--- config.mk ---
export PLATFORM = sky130hd
export DESIGN_NAME = mux4_rr_arbiter
export DESIGN_NICKNAME = d
export VERILOG_FILES = /design/src/rtl/mux4_rr_arbiter.sv
export SDC_FILE = /design/constraint.sdc
export NUM_CORES = 1
export LEC_CHECK = 0
export CAP_MARGIN = 20
export CORE_AREA = 2 2 128 130
export CTS_CLUSTER_DIAMETER = 200
export DETAILED_ROUTE_END_ITERATION = 10
export DIE_AREA = 0 0 130 132
export PLACE_DENSITY = 0.79
export REMOVE_ABC_BUFFERS = 1
export SYNTH_ARGS = -nofsm -noshare
export SYNTH_HDL_FRONTEND = slang
export SYNTH_SLANG_ARGS = --single-unit
--- constraint.sdc ---
create_clock -name clock -period 6.9 [get_ports clock]
set_input_delay 1.725 -clock clock [delete_from_list [all_inputs] [get_ports clock]]
set_output_delay 1.725 -clock clock [all_outputs]
set_load 0.01 [all_outputs]
--- src/rtl/mux4_rr_arbiter.sv ---
// Four-requester round-robin arbiter with bounded burst lock feeding one
// registered 64-bit output slot under a valid/ready handshake.
module mux4_rr_arbiter #(
  parameter int MAX_BURST = 4,
  parameter int WIDTH     = 64
) (
  input  logic             clock,
  input  logic             reset_n,
  input  logic [3:0]       in_valid,
  input  logic [WIDTH-1:0] in_data0,
  input  logic [WIDTH-1:0] in_data1,
  input  logic [WIDTH-1:0] in_data2,
  input  logic [WIDTH-1:0] in_data3,
  output logic [3:0]       in_ready,
  output logic             out_valid,
  output logic [WIDTH-1:0] out_data,
  output logic [1:0]       out_src,
  input  logic             out_ready
);

  localparam logic [3:0] LP_MAX = 4'(MAX_BURST);

  logic             r_out_valid;
  logic [WIDTH-1:0] r_out_data;
  logic [1:0]       r_out_src;
  logic [1:0]       r_ptr;
  logic [3:0]       r_burst_cnt;

  logic             w_can_accept;
  logic             w_grant;
  logic             w_hold;
  logic             w_xfer;
  logic [1:0]       w_sel;
  logic [1:0]       w_idx;
  logic [WIDTH-1:0] w_data;

  assign w_can_accept = !r_out_valid || out_ready;
  assign w_grant      = |in_valid;
  // A zero count means nobody owns a burst yet, so the scan from ptr+1
  // decides; this is what gives requester 0 first priority out of reset.
  assign w_hold       = (r_burst_cnt != 4'd0) && in_valid[r_ptr] &&
                        (r_burst_cnt < LP_MAX);
  assign w_xfer       = reset_n && w_can_accept && w_grant;

  // Scan from farthest (ptr) to nearest (ptr+1) so the nearest valid wins.
  always_comb begin
    w_sel = r_ptr;
    w_idx = r_ptr;
    if (!w_hold) begin
      for (int k = 4; k >= 1; k--) begin
        w_idx = r_ptr + 2'(k);
        if (in_valid[w_idx]) w_sel = w_idx;
      end
    end
  end

  always_comb begin
    case (w_sel)
      2'd0:    w_data = in_data0;
      2'd1:    w_data = in_data1;
      2'd2:    w_data = in_data2;
      default: w_data = in_data3;
    endcase
  end

  assign in_ready = w_xfer ? (4'b0001 << w_sel) : 4'b0000;

  always_ff @(posedge clock or negedge reset_n) begin
    if (!reset_n) begin
      r_out_valid <= 1'b0;
      r_out_data  <= '0;
      r_out_src   <= 2'd0;
      r_ptr       <= 2'd3;
      r_burst_cnt <= 4'd0;
    end else if (w_xfer) begin
      r_out_valid <= 1'b1;
      r_out_data  <= w_data;
      r_out_src   <= w_sel;
      r_ptr       <= w_sel;
      r_burst_cnt <= ((w_sel == r_ptr) && (r_burst_cnt < LP_MAX)) ?
                     r_burst_cnt + 4'd1 : 4'd1;
    end else if (r_out_valid && out_ready) begin
      r_out_valid <= 1'b0;
    end
  end

  assign out_valid = r_out_valid;
  assign out_data  = r_out_data;
  assign out_src   = r_out_src;

endmodule

# Word-level counts from Yosys, hierarchy flattened
# Index checks and enable logic that the tools add are counted.
# classes
n_addsub	4
mul	0
div	0
magnitude_cmp	5
eq_ne	3
shift	1
muxes	17
bitwise_logic	0
n_reduce_logical	12
# op_table
cell	count
$pmux 64 s3	1
$lt 2x3->1 const B	4
$bmux 1 s2	4
$mux 2	4
$mux 4	2
$logic_and 1x1->1	6
$mux 1	6
$add 2x2->2 const B	2
$add 4x1->4 const B	1
$lt 4x3->1 const B	1
$reduce_bool 4->1	1
$reduce_or 4->1	1
$shl 1x2->4 const A	1
$add 2x1->2 const B	1
$eq 2x1->1 const B	1
$eq 2x2->1	1
$eq 2x2->1 const B	1
$logic_not 2->1	1
$reduce_bool 2->1	1
$logic_not 1->1	1
$logic_or 1x1->1	1
# totals
reg_bits	73
latch_bits	0
mem_bits_rw	0
rom_bits	0
input_bits	263
output_inout_bits	71
memories	0

# Logic depth before layout (Yosys ltp)
# depth
depth_word	10
mapped_depth	11
depth_no_buf	8

# Least setup slack after synthesis
# Ideal clock, no wire load.
# synth_path
kind	input to output
from	in in_valid[0]
to	out in_ready[3]
arrival_ns	3.216
required_ns	5.175
setup_slack_ns	1.959
cell_stages	8
path_buffers	2
cell_sequence	and3b_1 o21ai_1 o211ai_1 nor3_1 buf_2 buf_2 nor2_1 nor3_1
# synth_between
elab_chain_cells	8
word_cells_on_any_way	18
classes_between	shift: 1; mux: 13; reduce/logical: 4
# synth_lines
item	line	rtl
start, declared	9	input logic [3:0] in_valid,
$bmux 1 s2	52	if (in_valid[w_idx]) w_sel = w_idx;
$mux 1 (implied by the code)	52	
$mux 2 (3 in a row)	52	
$mux 2	49	if (!w_hold) begin
$shl 1x2->4	66	assign in_ready = w_xfer ? (4'b0001 << w_sel) : 4'b0000;
$mux 4 *	66	
end, declared	14	output logic [3:0] in_ready,
# Mark *: on every way between the ends. The rest lies on a longest branch, timed or not. The select of a mux whose other input is x is not followed.

# Worst setup path in the final report
# layout_path
from	in in_valid[1]
to	out in_ready[1]
# The elaborated chain is that of the path after synthesis.

==> results.toml <==
[status]
status = "completed"

[synth]
yosys-mux-area-fraction_pct = 0.5075
synth_common_cells = "a21boi_0, dfrtp_1, nand2_1"
yosysWarnings = 0
yosys.area_share.adder_pct = 0.4229
synth-seq-cells = 73
synth_ff_type = "dfrtp_1"
seq_area_frac_synth_pct = 30.92
synth_edf_count = 0
synth_top_cell_by_area = "dfrtp_1"
synth-xor-area-share_pct = 0.1480
synth.cell_area_mm2 = 0.005917
synthArstFlopShare_pct = 100.0
yosysMostFrequentCell = "a21boi_0"
yosysTopAreaCellShare_pct = 30.03
synth_cells = 611
synth_area_leaders = "dfrtp_1, a21boi_0, a221oi_2"
avgSynthCellArea_um2 = 9.684
synth_cell_types = 45
synth_simple_gate_area_share_pct = 7.295
synth_top_family_by_area = "compound AO/OA/AOI/OAI gates"
synth_compound_gate_area_share_pct = 52.59

[sta]
fmax_mhz = 163.7
slew_headroom_pct = 30.55
setup_violations = 0
drv_slew = 0
finalWorstSetupSlack_ps = 792.7
min_period_over_period_pct = 88.51
fin_crit_ps = 6107
finalClockSkew_ps = 10.75
worstMarginPinSlew_ps = 1042
rsz0062_at_grt = "no"
hold_viol = 0

[worst_setup_path]
worstPathRequired_ps = 5180
arrival_ps = 4380
critPathMaxFanout = 28
setup.worst_path.class = "input pin to output port"
cp.buffers_inverters = 2
startpoint_type = "input pin"
rrSetupSlack_ps = 2850
cp_common_cell = "clkdlybuf4s50_1"
cp-end-kind = "output port"
critPathTopFamily = "buffers and inverters"
slowest_stage = "clkdlybuf4s50_1"
cp_cell_sequence = "clkdlybuf4s50_1 > mux2_4 > nand2_2 > o211ai_4 > and2_4 > nand2_1 > nor2_1 > clkdlybuf4s50_1"
max_stage_delay_ps = 610

[finish]
diodes = 0
fill_cells = 1358
fin_area_mm2 = 0.009554
drive_gt1_share_pct = 12.22
area_growth_pct = 61.47
utilization_pct = 60.81
fin_nets = 1144

[detailed_routing]
viasPerCell = 5.783
ant_nets = 0
firstDrtPassIters = 5
drt_iter0_markers = 398
num_vias = 6361
drc = 0
detail_route.wl_per_cell_um = 20.67
wirelength_mm = 22.74

[clock_network]
path_clk_slew_ps = 60
cts-root-buf = "clkbuf_16"
cts_inserted_buffers = 9
cts_resized = 0
hold_buffers = 0
htree_levels = 3
cts_tree = "done"
clk_latency_ps = 340
postCtsSetupRepairBufs = 0
clock_path_buffers = 2
clkSinkCount = 73

[place]
place_hpwl_mm = 15.47
place_area_mm2 = 0.009209
portBuffers = 333
gp_congestion = 0.8737
dpl_worst_slack_ps = 847.3

[pwr]
ir_drop_uv = 320.5
p_leak_uw = 0.003436
p_per_area_mw_per_mm2 = 450.0
p_total_uw = 4299

[hold_path]
min_path_type = "register to register"

[floorplanning]
io_pins = 334
rows = 46
dieWidth_um = 130
start_util_pct = 37.66
core_area_mm2 = 0.01571
die_area_mm2 = 0.01716
dieHeight_um = 132

[global_route]
grt_antenna_before_repair = 0
grt_pass1_wl_mm = 35.04
grt-ovfl-total = 0
grt_pass1_vias = 6328
grt_max_degree = 114
globalRouteTotalUtil_pct = 26.03

[job]
maxCapViolCount = 0
## sequential cells by signal, summed over array words and instances (netlist names)
signal	count
r_ptr	2
r_burst_cnt	4
out_src	2
out_valid	1
out_data	64
## stage by stage
| step | hold slack (ps) | setup TNS [ps] | std cells |
|---|---|---|---|
| 3_5_place_dp | 465.0 | 0 | 1084 |
| 5_1_grt | 493.6 | 0 | 1100 |
| 4_1_cts | 478.6 | 0 | 1100 |
| 3_3_place_gp | 458.7 | 0 | 1084 |
| 6_report | 472.4 | 0 | 1100 |
| 2_1_floorplan | 467.2 | -72840 | 522 |
## worst reg2reg max path: stages (launching register included)
cell       delay [ps]
dfrtp_1           390
inv_1              60
ha_1              200
nor3_2            310
nand2_2           170
o211ai_4          450
and2_4            450
buf_4             530
buf_4             800
a2111oi_0         360
o31ai_1           240
## final timing paths
path / from / end / depth (start not counted)
max: in_valid[1] / in_ready[1] / 8
min: out_data[49]$_DFFE_PN0P_ / out_data[49]$_DFFE_PN0P_ / 2
max reg2reg: r_burst_cnt[0]$_DFFE_PN0P_ / out_data[1]$_DFFE_PN0P_ / 10
min reg2reg: out_data[49]$_DFFE_PN0P_ / out_data[49]$_DFFE_PN0P_ / 2
max in group asynchronous: reset_n / out_data[0]$_DFFE_PN0P_ / 2
min in group asynchronous: reset_n / out_data[18]$_DFFE_PN0P_ / 1
## logic make-up (layout without fill, tap and decap cells)
logic type               after synthesis  in the layout
XOR/XNOR                               1              1
AND/OR/NAND/NOR                       99             99
adder cells (fa/ha/maj)                2              2
flip-flops                            73             73
AO/OA/AOI/OAI                        341            341
multiplexers                           2              2
buffers and inverters                 93            366
## placed cells by master (no fill, tap or decap), types with 2 or more instances in the layout
cell	instances
clkbuf_16	9
nor3_1	4
dfrtp_1	71
o21a_1	2
o211ai_1	3
nor3b_1	2
buf_4	14
dfstp_2	2
clkdlybuf4s50_1	332
nand2b_1	2
nor2_1	6
a221oi_1	24
a21boi_0	129
bufinv_16	3
o31ai_1	64
inv_1	4
nor2b_1	2
a2111oi_2	23
a221oi_2	40
mux2_4	2
a2111oi_0	41
o21ai_1	3
a22o_1	2
ha_1	2
nand2_1	71
nor3_2	2
## layout make-up
type | count | area (um^2) | area share (%)
Clock buffer | 11 | 242.7 | 2.541
Clock inverter | 5 | 102.6 | 1.074
Inverter | 4 | 15.01 | 0.1572
Multi-Input combinational cell | 445 | 3666 | 38.37
Sequential cell | 73 | 1829 | 19.15
Tap cell | 216 | 270.3 | 2.829
Timing Repair Buffer | 346 | 3428 | 35.88
## report_power, final
group | internal [uW] | switching, uW
Sequential | 641 | 133
Combinational | 1250 | 1710
Clock | 363 | 195
## routing by layer
metal  wire length, um  vias up  GRT usage [%]
met4               807        0          10.27
met1              9201     3037          32.73
met5                 0        -              0
met2             11140      275          42.96
li1                  -     2995              -
met3              1581       54          5.966
No activity file was read; power rests on OpenSTA's default activity.
